$ cat src/rtl/mmc_dat_rx_packer.sv
// Packs received MMC DAT bytes into 32-bit little-endian words and buffers them
// in a first-word-fall-through FIFO with a sticky overflow flag.
module mmc_dat_rx_packer #(
  parameter int DEPTH  = 16,
  parameter int ADDR_W = 4
) (
  input  logic              clk_i,
  input  logic              rst_i,
  input  logic              flush_i,
  input  logic              valid_i,
  input  logic [7:0]        data_i,
  input  logic              complete_i,
  output logic              valid_o,
  output logic [31:0]       data_o,
  input  logic              accept_i,
  output logic [ADDR_W:0]   level_o,
  output logic              overflow_o
);

  // Input bytes are unacknowledged strobes (one per cycle at most). The output is a
  // valid/accept stream: a word transfers on any cycle where valid_o & accept_i, and
  // accept_i without valid_o has no effect.

  localparam logic [ADDR_W:0] FULL_CNT = (ADDR_W+1)'(DEPTH);

  logic [1:0]        byte_cnt;
  logic [23:0]       sr;
  logic [1:0]        cnt_nxt;
  logic [23:0]       sr_nxt;
  logic [23:0]       sr_ins;
  logic              push;
  logic [31:0]       push_word;

  logic [31:0]       mem [DEPTH];
  logic [ADDR_W-1:0] rd_ptr;
  logic [ADDR_W-1:0] wr_ptr;
  logic [ADDR_W:0]   count;
  logic              pop;
  logic              push_ok;
  logic              clear;

  assign clear = rst_i | flush_i;

  // Lanes above byte_cnt stay zero because sr is cleared on every push,
  // which gives the zero padding of partial words for free.
  always_comb begin
    sr_ins = sr;
    if (valid_i) begin
      case (byte_cnt)
        2'd0:    sr_ins[7:0]   = data_i;
        2'd1:    sr_ins[15:8]  = data_i;
        2'd2:    sr_ins[23:16] = data_i;
        default: sr_ins        = sr;
      endcase
    end
  end

  always_comb begin
    push      = 1'b0;
    push_word = 32'h0;
    cnt_nxt   = byte_cnt;
    sr_nxt    = sr;
    if (valid_i && byte_cnt == 2'd3) begin
      push      = 1'b1;
      push_word = {data_i, sr};
      cnt_nxt   = 2'd0;
      sr_nxt    = 24'h0;
    end else if (complete_i && (valid_i || byte_cnt != 2'd0)) begin
      push      = 1'b1;
      push_word = {8'h00, sr_ins};
      cnt_nxt   = 2'd0;
      sr_nxt    = 24'h0;
    end else if (valid_i) begin
      cnt_nxt = byte_cnt + 2'd1;
      sr_nxt  = sr_ins;
    end
  end

  always_ff @(posedge clk_i) begin
    if (clear) begin
      byte_cnt <= 2'd0;
      sr       <= 24'h0;
    end else begin
      byte_cnt <= cnt_nxt;
      sr       <= sr_nxt;
    end
  end

  assign pop     = (count != '0) & accept_i;
  assign push_ok = push & ((count < FULL_CNT) | pop);

  // A full FIFO with a same-cycle pop writes into the slot being vacated; the
  // head is read combinationally before the edge, so this is safe.
  always_ff @(posedge clk_i) begin
    if (!clear && push_ok) begin
      mem[wr_ptr] <= push_word;
    end
  end

  always_ff @(posedge clk_i) begin
    if (clear) begin
      rd_ptr     <= '0;
      wr_ptr     <= '0;
      count      <= '0;
      overflow_o <= 1'b0;
    end else begin
      if (pop) begin
        rd_ptr <= rd_ptr + ADDR_W'(1);
      end
      if (push_ok) begin
        wr_ptr <= wr_ptr + ADDR_W'(1);
      end
      if (push_ok && !pop) begin
        count <= count + (ADDR_W+1)'(1);
      end else if (pop && !push_ok) begin
        count <= count - (ADDR_W+1)'(1);
      end
      if (push && !push_ok) begin
        overflow_o <= 1'b1;
      end
    end
  end

  assign valid_o = (count != '0);
  assign data_o  = mem[rd_ptr];
  assign level_o = count;

endmodule

$ cat config.mk
export PLATFORM = sky130hd
export DESIGN_NAME = mmc_dat_rx_packer
export DESIGN_NICKNAME = d
export VERILOG_FILES = /design/src/rtl/mmc_dat_rx_packer.sv
export SDC_FILE = /design/constraint.sdc
export NUM_CORES = 1
export LEC_CHECK = 0
export CORE_ASPECT_RATIO = 1.5
export CORE_MARGIN = 4
export CORE_UTILIZATION = 35
export CTS_CLUSTER_DIAMETER = 150
export DETAILED_ROUTE_END_ITERATION = 7
export PLACE_DENSITY = 0.59
export SYNTH_ARGS = -nofsm -noshare
export SYNTH_HDL_FRONTEND = slang
export SYNTH_SLANG_ARGS = --single-unit
$ cat constraint.sdc
create_clock -name clk_i -period 4.6 [get_ports clk_i]
set_input_delay 1.15 -clock clk_i [delete_from_list [all_inputs] [get_ports clk_i]]
set_output_delay 1.15 -clock clk_i [all_outputs]
set_load 0.03 [all_outputs]
==> metrics.md, run 1 <==
| Metric | Value |
|---|---|
| Highest ir drop seen on vdd | `0.241 mV` |
| Sequence of cells on the critical path | `buf_12 > buf_4 > mux4_2 > a22oi_1 > nand2_1 > clkdlybuf4s50_1` |
| Status | `completed` |
| Number of buffers added by the clock tree synthesis step | `48` |
| Commonest register cell after synthesis | `sky130_fd_sc_hd__edfxtp_1` |
| Cell types with the highest counts after synthesis | `sky130_fd_sc_hd__edfxtp_1 (512), sky130_fd_sc_hd__mux4_2 (128), sky130_fd_sc_hd__nand2_1 (65)` |
| Start-to-end type of the worst setup path | `flop to output port` |
| Post_cts resized | `0` |
| Standard cell with the maximum stage delay on the critical path | `sky130_fd_sc_hd__dfxtp_4` |
| Largest net degree at the start of global routing | `43` |
| Sink Count | `556` |
| Critical path capture point type | `output port` |
| Gp weighted congestion | `0.796` |
| Vertical die dimension | `312 um` |
| Worst slew margin relative to its limit | `22.8%` |
| Residual DRC count | `0` |
| All-Layer GR Usage | `15.1%` |
| Critical Path AT | `3.02 ns` |
| PnR Total Power | `10.1 mW` |
| Yosys Warn Count | `0` |
| Wire length of the first global-routing pass | `74900 um` |
| Static power due to leakage | `7.63 nW` |
| Sum Neg Setup Slack | `0 ns` |
| Post-DP HPWL | `29300 um` |
| Final hold slack | `0.459 ns` |
| Clock transition at the registers of the reported paths | `0.06 ns` |
| Filler instances | `5295` |
| Area contributors post-synth | `sky130_fd_sc_hd__edfxtp_1 (71%), sky130_fd_sc_hd__mux4_2 (13%), sky130_fd_sc_hd__dfxtp_1 (4.1%)` |
| # IOs | `53` |
| Number of cells after detailed placement | `1916` |
| Cell Area, Synth | `21500 sq um` |
| Number of detailed-route iterations in the first pass | `5` |
| Area added between synthesis and finish | `15.7%` |
| Clock Root Buffer | `sky130_fd_sc_hd__clkbuf_16` |
| Max FO, Critical Path | `42` |
| Async S/R FF share, synth | `0%` |
| Fraction of the cycle the final worst path needs | `90.7%` |
| Data required, critical path | `3.45 ns` |
| Mean number of vias per cell | `5.31` |
| Post-detailed-route wirelength per cell | `24.8 um` |
| Setup violation total in the final timing report | `0` |
| Multi-input gate area in the final layout | `5060 sq um` |
| Number of antenna violations at the first check in global routing | `0` |
| Hold-fix buffers, CTS | `0` |
| Via count | `10600` |
| Routed wire length | `49800 um` |
| Clock latency reported for the late side of the worst-skew pair | `0.57 ns` |
| Maximum frequency from static timing analysis | `0.240 GHz` |
| Number of global-route vias before repair | `11400` |
| Power density over cell area | `407 nW/um^2` |
| Register cell area after layout | `16300 sq um` |
| #FFs+latches synth | `556` |
| Unrepaired setup endpoints after global routing | `no` |
| Min cycle time layout | `4.17 ns` |
| Number of core rows | `111` |
| Core box area | `61000 sq um` |
| Overflow after GRT | `0` |
| # Max-Cap Violations | `0` |
| Starting density of the core | `35.3%` |
| Max Transition Viols Final | `0` |
| Die outline width | `210 um` |
| Worst-Margin Slew | `1.15 ns` |
| Portion of the post-synthesis area used by sequential elements | `75.5%` |
| Violation count after the first detailed-routing iteration | `1258` |
| CTS HTree Levels | `2` |
| Post-synth top area share | `71.4%` |
| Final instance area | `24900 sq um` |
| Post-route core utilization | `40.9%` |
| Antenna fix cells | `0` |
| Proportion of layout cells with a drive suffix above 1 | `22.8%` |
| Most common cell in the synthesized netlist | `sky130_fd_sc_hd__edfxtp_1` |
| Largest clock skew in the final design | `0.0170 ns` |
| Crit path launch type | `flop` |
| Die area | `65600 sq um` |
| Fin cells | `2005` |
| Final setup slack of the worst path | `0.429 ns` |
| Largest incremental delay on the critical path | `0.70 ns` |
| Count of antenna-violating nets left after detailed routing | `0` |
| Post-synthesis average cell area | `19.9 sq um` |
| Pre-CTS setup slack | `0.776 ns` |
| Count of flip-flops with a built-in enable after synthesis | `512` |
| Placed cell areas | `23400 sq um` |
| CTS tree | `yes` |
| Total count of hold-check failures in the final report | `0` |
| Syn_nets | `1112` |
| Nets@finish | `1204` |
| Library cell with the largest summed area after synthesis | `sky130_fd_sc_hd__edfxtp_1` |
| Post-CTS Setup Inserts | `0` |
| CTS max path bufs | `3` |
| Path type of the worst min-delay path | `flop to flop` |
| Number of different library cells in the post-synthesis netlist | `38` |
| Total of buffers placed on input and output ports | `52` |
| Post-Synthesis Cells | `1083` |
## power breakdown
group / total, mW / internal [mW] / leakage [nW] / switching [mW]
logic: 0.662 / 0.298 / 1.96 / 0.365
registers: 5.50 / 5.48 / 4.91 / 0.0264
clock network: 3.98 / 2.22 / 0.757 / 1.76
total: 10.1 / 7.99 / 7.63 / 2.15
## layout make-up
cell class | instances | share of cell area (%)
tap | 791 | 3.97
timing repair buffer | 104 | 4.16
sequential | 556 | 65.3
clock buffer | 61 | 5.18
inverter | 8 | 0.121
clock inverter | 28 | 0.959
multi-input combinational | 457 | 20.3
## sequential cells by signal, summed over array words and instances (netlist names), named ones only
name,cells
mem,512
sr,24
rd_ptr,4
level_o,5
wr_ptr,4
overflow_o,1
byte_cnt,2
## worst max-delay path: cells and delay by family, from the launching register on
kind                   cells  cell delay, ns
buffers and inverters      3            1.14
DFF                        1            0.70
muxes                      1            0.29
AOI/OAI and AO/OA          1            0.20
and+or+nand+nor            1            0.08
## placed cells by master, fill, tap and decap left out, types with 30 or more instances in the layout
cell / Yosys / final
sky130_fd_sc_hd__nand2_1: 65 / 65
sky130_fd_sc_hd__mux4_2: 128 / 128
sky130_fd_sc_hd__clkbuf_16: 0 / 49
sky130_fd_sc_hd__buf_4: 7 / 42
sky130_fd_sc_hd__edfxtp_1: 512 / 512
sky130_fd_sc_hd__a21oi_1: 30 / 30
sky130_fd_sc_hd__a22oi_1: 64 / 64
sky130_fd_sc_hd__clkdlybuf4s50_1: 0 / 52
sky130_fd_sc_hd__nand3_1: 33 / 33
sky130_fd_sc_hd__dfxtp_1: 44 / 42
sky130_fd_sc_hd__a22o_1: 32 / 32
## metal layers
| metal | vias up | routed length [um] | GRT usage (%) |
|---|---|---|---|
| li1 | 4640 | - | - |
| met1 | 5622 | 20000 | 19.9 |
| met2 | 312 | 26400 | 26.9 |
| met3 | 63 | 2470 | 1.79 |
| met4 | 0 | 941 | 3.61 |
| met5 | - | 0 | 0 |
## cell families after synthesis
family | Yosys count | share of synthesized area [%]
fa+ha+maj | 15 | 0.907
buf+inv | 70 | 1.58
compound gates | 141 | 4.77
flops | 556 | 75.5
simple gates | 162 | 3.37
mux | 131 | 13.5
xor+xnor | 8 | 0.326
## final timing paths
check,start,to,slack [ns],cells after the start
worst max-delay path,flop,data_o[11],0.43,6
worst max register to register,byte_cnt[0]$_SDFFE_PP0P_,level_o[4]$_SDFFE_PP0P_,1.54,11
worst min-delay path,sr[19]$_SDFFE_PP0P_,sr[19]$_SDFFE_PP0P_,0.46,2
worst min register to register,sr[19]$_SDFFE_PP0P_,sr[19]$_SDFFE_PP0P_,0.46,2
No activity file was read; power rests on OpenSTA's default activity.
==> inputs of run 2 (changes only) <==
- CAP_MARGIN: not set -> 20
==> run 2 against run 1 <==
Flip-flop and latch count unchanged. Clock-buffer cell count unchanged. Utilization about the same. Worst setup slack improved by 0.0078 ns. Final cell count about the same. Fmax increased by 0.19%. Critical path type unchanged. Critical endpoint unchanged. Largest cell class unchanged. Highest routed layer unchanged.
==> metrics.md, run 2 (synthesis results as in run 1) <==
| Metric | Value |
|---|---|
| Beginning of the worst register-to-register path | `byte_cnt[0]$_SDFFE_PP0P_` |
| Nets@finish | `1205 (+0.083%)` |
| Max FO, Critical Path | `42 (unchanged)` |
| Fraction of the cycle the final worst path needs | `90.5% (-0.17 points)` |
| Critical Path AT | `3.01 ns (about the same)` |
| Mean number of vias per cell | `5.33 (+0.45%)` |
| Total count of hold-check failures in the final report | `0 (unchanged)` |
| Number of global-route vias before repair | `11400 (unchanged)` |
| Min cycle time layout | `4.16 ns (-0.00778 ns)` |
| Path type of the worst min-delay path | `flop to flop` |
| Sink Count | `556 (unchanged)` |
| Critical path capture point type | `output port` |
| Total of buffers placed on input and output ports | `52 (unchanged)` |
| Core box area | `61000 sq um (unchanged)` |
| Gp weighted congestion | `0.796 (unchanged)` |
| Proportion of layout cells with a drive suffix above 1 | `22.9% (+0.064 points)` |
| Static power due to leakage | `7.63 nW (about the same)` |
| Via count | `10700 (+0.55%)` |
| Post-CTS Setup Inserts | `0 (unchanged)` |
| Status | `completed` |
| Hold-fix buffers, CTS | `0 (unchanged)` |
| # IOs | `53 (unchanged)` |
| Post-detailed-route wirelength per cell | `24.9 um (about the same)` |
| R2R depth | `11 (unchanged)` |
| Number of buffers added by the clock tree synthesis step | `48 (unchanged)` |
| End point of the worst hold path | `sr[18]$_SDFFE_PP0P_` |
| Number of detailed-route iterations in the first pass | `5 (unchanged)` |
| Maximum frequency from static timing analysis | `0.240 GHz (+0.19%)` |
| Die area | `65600 sq um (unchanged)` |
| Slack of the worst reg-to-reg path | `1.52 ns (-0.02 ns)` |
| Filler instances | `5294 (-0.019%)` |
| Leading cell type in the layout, fill and taps excluded | `sky130_fd_sc_hd__edfxtp_1` |
| Area added between synthesis and finish | `15.8% (about the same)` |
| Clock Root Buffer | `sky130_fd_sc_hd__clkbuf_16` |
| Register bank with the most flops | `mem` |
| Pre-CTS setup slack | `0.776 ns (unchanged)` |
| Min-Delay Startpoint | `sr[18]$_SDFFE_PP0P_` |
| Residual DRC count | `0 (unchanged)` |
| Worst-Margin Slew | `0.924 ns (-0.230 ns)` |
| Die outline width | `210 um (unchanged)` |
| Unrepaired setup endpoints after global routing | `no` |
| Data required, critical path | `3.45 ns (about the same)` |
| Largest net degree at the start of global routing | `43 (unchanged)` |
| Endpoint of the worst register-to-register path | `level_o[4]$_SDFFE_PP0P_` |
| Overflow after GRT | `0 (unchanged)` |
| Violation count after the first detailed-routing iteration | `1261 (+0.24%)` |
| Power density over cell area | `407 nW/um^2 (about the same)` |
| Crit path launch type | `flop` |
| Commonest non-fill, non-tap cells in the layout | `sky130_fd_sc_hd__edfxtp_1 (512), sky130_fd_sc_hd__mux4_2 (128), sky130_fd_sc_hd__nand2_1 (65)` |
| Count of antenna-violating nets left after detailed routing | `0 (unchanged)` |
| Highest ir drop seen on vdd | `0.242 mV (+0.44%)` |
| Wire length of the first global-routing pass | `74900 um (unchanged)` |
| Setup violation total in the final timing report | `0 (unchanged)` |
| Number of antenna violations at the first check in global routing | `0 (unchanged)` |
| CTS max path bufs | `3 (unchanged)` |
| CTS HTree Levels | `2 (unchanged)` |
| Max Transition Viols Final | `0 (unchanged)` |
| Post_cts resized | `0 (unchanged)` |
| Starting density of the core | `35.3% (unchanged)` |
| Largest clock skew in the final design | `0.0177 ns (+0.000731 ns)` |
| Vertical die dimension | `312 um (unchanged)` |
| All-Layer GR Usage | `15.1% (unchanged)` |
| Flip-flop count of the largest register, all copies and words added | `512 (unchanged)` |
| Worst slew margin relative to its limit | `38.4% (+16 points)` |
| Start-to-end type of the worst setup path | `flop to output port` |
| Post-DP HPWL | `29300 um (unchanged)` |
| CTS tree | `yes` |
| Sum Neg Setup Slack | `0 ns (unchanged)` |
| Number of core rows | `111 (unchanged)` |
| Clock transition at the registers of the reported paths | `0.06 ns (about the same)` |
| Clock latency reported for the late side of the worst-skew pair | `0.57 ns (about the same)` |
| Number of cells traversed by the worst hold path | `2 (unchanged)` |
| Routed wire length | `49900 um (+0.15%)` |
| Final setup slack of the worst path | `0.436 ns (+0.00778 ns)` |
| # Max-Cap Violations | `0 (unchanged)` |
run 2: critical path, stage by stage (launching register included):
cell	delay, ns
sky130_fd_sc_hd__dfxtp_4	0.70
sky130_fd_sc_hd__buf_12	0.33
sky130_fd_sc_hd__buf_4	0.21
sky130_fd_sc_hd__mux4_2	0.29
sky130_fd_sc_hd__a22oi_1	0.20
sky130_fd_sc_hd__nand2_1	0.09
sky130_fd_sc_hd__clkdlybuf4s50_1	0.60
run 2: worst max path at each step:
stage	startpoint	endpoint	slack, ns	cells after the start
after floorplan	complete_i	mem[0][0]$_DFFE_PP_	0.14	5
after global placement	complete_i	level_o[4]$_SDFFE_PP0P_	0.82	10
after detailed placement	complete_i	level_o[4]$_SDFFE_PP0P_	0.78	10
after CTS	flop	data_o[1]	0.30	5
after global routing	flop	data_o[2]	0.25	5
final	flop	data_o[11]	0.44	6
run 2: layout make-up:
cell class | instances | area, sq um | area share, %
sequential | 556 | 16300 | 65.2
multi-input combinational | 457 | 5060 | 20.3
clock buffer | 61 | 1290 | 5.18
timing repair buffer | 105 | 1050 | 4.22
tap | 791 | 990 | 3.97
clock inverter | 28 | 239 | 0.959
inverter | 8 | 30.0 | 0.120
antenna | 1 | 2.50 | 0.0100
run 2: per-layer routing:
layer | global-route usage [%] | vias up | part of all wire [%]
met2 | 26.9 | 323 | 53
li1 | - | 4641 | -
met3 | 1.79 | 67 | 4.8
met5 | 0 | - | 0
met1 | 19.9 | 5664 | 40
met4 | 3.61 | 0 | 2.0
run 2: through the flow:
step                hold WS, ns  util (%)  total power, mW  area (sq um)  std cells
CTS                       0.457      40.9             10.3         24900       2005
detailed placement        0.448      38.3             6.29         23400       1916
global route              0.470      40.9             10.5         24900       2006
floorplan                 0.436         -             6.07         21500       1083
global placement          0.443      38.3             6.29         23400       1916
finish                    0.456      40.9             10.1         24900       2007
run 2: report_power, final:
| group | internal (mW) | switching (mW) | total, mW |
|---|---|---|---|
| combinational | 0.299 | 0.365 | 0.664 |
| sequential | 5.48 | 0.0266 | 5.50 |
| clock | 2.22 | 1.77 | 3.98 |
| total | 7.99 | 2.16 | 10.1 |
==> inputs of run 3 (changes only) <==
- CORE_MARGIN: 4 -> 2
==> run 3 against run 2 <==
Global-route usage increased by 0.88 points. Clock power is 2% higher. Via count down 0.24%. Non-clock buffer count shrank 11. Worst hold slack worse by 0.00078 ns. Worst setup slack worse by 0.079 ns. Clock skew down 0.0027 ns. Die area down 3.2%. Final cell count fell by 0.40%. Critical path type unchanged. Critical endpoint is now data_o[7].
==> metrics.md, run 3 (synthesis results as in run 1) <==
| Metric | Value |
|---|---|
| Status | `completed` |
| Proportion of layout cells with a drive suffix above 1 | `22.5% (-0.36 points)` |
| Max FO, Critical Path | `17 (-60%)` |
| Post-DP HPWL | `28400 um (-2.9%)` |
| Mean number of vias per cell | `5.34 (+0.16%)` |
| Slack of the worst reg-to-reg path | `1.27 ns (-0.25 ns)` |
| Number of detailed-route iterations in the first pass | `5 (unchanged)` |
| CTS tree | `yes` |
| Die area | `63500 sq um (-3.2%)` |
| Highest ir drop seen on vdd | `0.256 mV (+5.9%)` |
| Number of antenna violations at the first check in global routing | `2 (+2)` |
| Fraction of the cycle the final worst path needs | `92.2% (+1.7 points)` |
| Routed wire length | `50100 um (+0.37%)` |
| Clock latency reported for the late side of the worst-skew pair | `0.57 ns (about the same)` |
| CTS HTree Levels | `2 (unchanged)` |
| Starting density of the core | `35.3% (unchanged)` |
| Filler instances | `5288 (-0.11%)` |
| Residual DRC count | `0 (unchanged)` |
| Post-detailed-route wirelength per cell | `25.1 um (+0.78%)` |
| Count of antenna-violating nets left after detailed routing | `0 (unchanged)` |
| Pre-CTS setup slack | `0.740 ns (-0.0354 ns)` |
| Violation count after the first detailed-routing iteration | `984 (-22%)` |
| Crit path launch type | `flop` |
| Unrepaired setup endpoints after global routing | `no` |
| Endpoint of the worst register-to-register path | `level_o[4]$_SDFFE_PP0P_` |
| Core box area | `61000 sq um (unchanged)` |
| Antenna fix cells | `0 (-1)` |
| Largest clock skew in the final design | `0.0150 ns (-0.00268 ns)` |
| Beginning of the worst register-to-register path | `byte_cnt[0]$_SDFFE_PP0P_` |
| Total of buffers placed on input and output ports | `52 (unchanged)` |
| Min cycle time layout | `4.24 ns (+0.0785 ns)` |
| Number of buffers added by the clock tree synthesis step | `50 (+4.2%)` |
| Buf/Inv on CP | `2 (-1)` |
| Max Transition Viols Final | `0 (unchanged)` |
| Register cell area after layout | `16300 sq um (unchanged)` |
| Worst-Margin Slew | `0.934 ns (+0.00999 ns)` |
| Setup violation total in the final timing report | `0 (unchanged)` |
| Sequence of cells on the critical path | `buf_4 > mux4_2 > a22oi_1 > nand2_1 > clkdlybuf4s50_1` |
| Start-to-end type of the worst setup path | `flop to output port` |
| Register bank with the most flops | `mem` |
| R2R depth | `10 (-1)` |
| Maximum frequency from static timing analysis | `0.236 GHz (-1.9%)` |
| Clock Root Buffer | `sky130_fd_sc_hd__clkbuf_16` |
| Leading cell type in the layout, fill and taps excluded | `sky130_fd_sc_hd__edfxtp_1` |
| Critical path capture point type | `output port` |
| Overflow after GRT | `0 (unchanged)` |
| Post-CTS Setup Inserts | `0 (unchanged)` |
| Static power due to leakage | `7.63 nW (about the same)` |
| Total count of hold-check failures in the final report | `0 (unchanged)` |
| PnR Total Power | `10.2 mW (+0.86%)` |
| Nets@finish | `1196 (-0.75%)` |
| End point of the worst hold path | `sr[20]$_SDFFE_PP0P_` |
| Cell depth of the worst setup path | `5 (-1)` |
| Commonest non-fill, non-tap cells in the layout | `sky130_fd_sc_hd__edfxtp_1 (512), sky130_fd_sc_hd__mux4_2 (128), sky130_fd_sc_hd__nand2_1 (65)` |
| Wire length of the first global-routing pass | `73900 um (-1.4%)` |
| CTS max path bufs | `3 (unchanged)` |
| Die outline width | `206 um (-1.9%)` |
| Vertical die dimension | `308 um (-1.3%)` |
| Sum Neg Setup Slack | `0 ns (unchanged)` |
| Critical Path AT | `3.09 ns (+0.08 ns)` |
| # IOs | `53 (unchanged)` |
| Power density over cell area | `409 nW/um^2 (+0.40%)` |
| Path type of the worst min-delay path | `flop to flop` |
| Data required, critical path | `3.45 ns (about the same)` |
| Standard cell with the maximum stage delay on the critical path | `sky130_fd_sc_hd__clkdlybuf4s50_1` |
| Multi-input gate area in the final layout | `5060 sq um (unchanged)` |
| Hold-fix buffers, CTS | `0 (unchanged)` |
| Post_cts resized | `0 (unchanged)` |
| Final hold slack | `0.455 ns (-0.000776 ns)` |
| # Max-Cap Violations | `0 (unchanged)` |
| Worst slew margin relative to its limit | `37.7% (-0.67 points)` |
| Top Family by Delay on Critical Path | `buffers and inverters` |
| Largest incremental delay on the critical path | `0.63 ns (-0.07 ns)` |
| Via count | `10700 (-0.24%)` |
| Largest net degree at the start of global routing | `39 (-9.3%)` |
| All-Layer GR Usage | `16.0% (+0.88 points)` |
| Flip-flop count of the largest register, all copies and words added | `512 (unchanged)` |
| Area added between synthesis and finish | `16.3%` |
| Number of cells traversed by the worst hold path | `2 (unchanged)` |
| Number of global-route vias before repair | `11300 (-0.62%)` |
| Number of core rows | `111 (unchanged)` |
| Clock transition at the registers of the reported paths | `0.06 ns (about the same)` |
| Gp weighted congestion | `0.770 (-3.4%)` |
| Final setup slack of the worst path | `0.358 ns (-0.0785 ns)` |
| Min-Delay Startpoint | `sr[20]$_SDFFE_PP0P_` |
| Sink Count | `556 (unchanged)` |
-- run 3: cell types whose count changed in the layout (fill, tap and decap cells not counted), sizes merged --
cell / change
inv: -1
clkdlybuf4s50: -1
clkinv: -5
diode: -1
bufinv: -2
clkbuf: +11
clkinvlp: +1
buf: -10
-- run 3: layout make-up --
cell class	instances	area share, %
sequential	556	64.9
multi-input combinational	457	20.2
clock buffer	72	5.74
timing repair buffer	94	4.37
tap	791	3.95
clock inverter	21	0.660
inverter	8	0.120
-- run 3: per-stage QoR --
step                      util (%)  area, sq um  cells
after floorplan                  -        21500   1083
after global placement        38.4        23400   1906
after detailed placement      38.4        23400   1906
after CTS                     41.1        25000   1999
after global routing          41.1        25000   1999
final                         41.1        25000   1999
-- run 3: worst max path at each step --
stage	startpoint	to	slack, ns
after CTS	flop	data_o[14]	0.24
after detailed placement	complete_i	level_o[4]$_SDFFE_PP0P_	0.74
after global routing	flop	data_o[14]	0.15
after floorplan	complete_i	mem[0][0]$_DFFE_PP_	0.14
final	flop	data_o[7]	0.36
after global placement	complete_i	level_o[4]$_SDFFE_PP0P_	0.85
-- run 3: tightest hold or removal path, stage by stage (launching register included) --
cell and delay [ns]:
sky130_fd_sc_hd__dfxtp_1 0.31, sky130_fd_sc_hd__nand2_1 0.05, sky130_fd_sc_hd__a21oi_1 0.05
-- run 3: where the power goes --
part	switching, mW	internal (mW)	total, mW
clock	1.78	2.29	4.07
combinational	0.360	0.295	0.655
sequential	0.0292	5.48	5.51
total	2.17	8.07	10.2
-- run 3: per-layer routing --
metal / global-route usage (%) / vias to the layer above / wire length [um]
met5: 0 / - / 19
met1: 20.5 / 5701 / 20200
li1: - / 4611 / -
met3: 2.19 / 71 / 2250
met2: 28.3 / 282 / 26500
met4: 4.40 / 4 / 1060
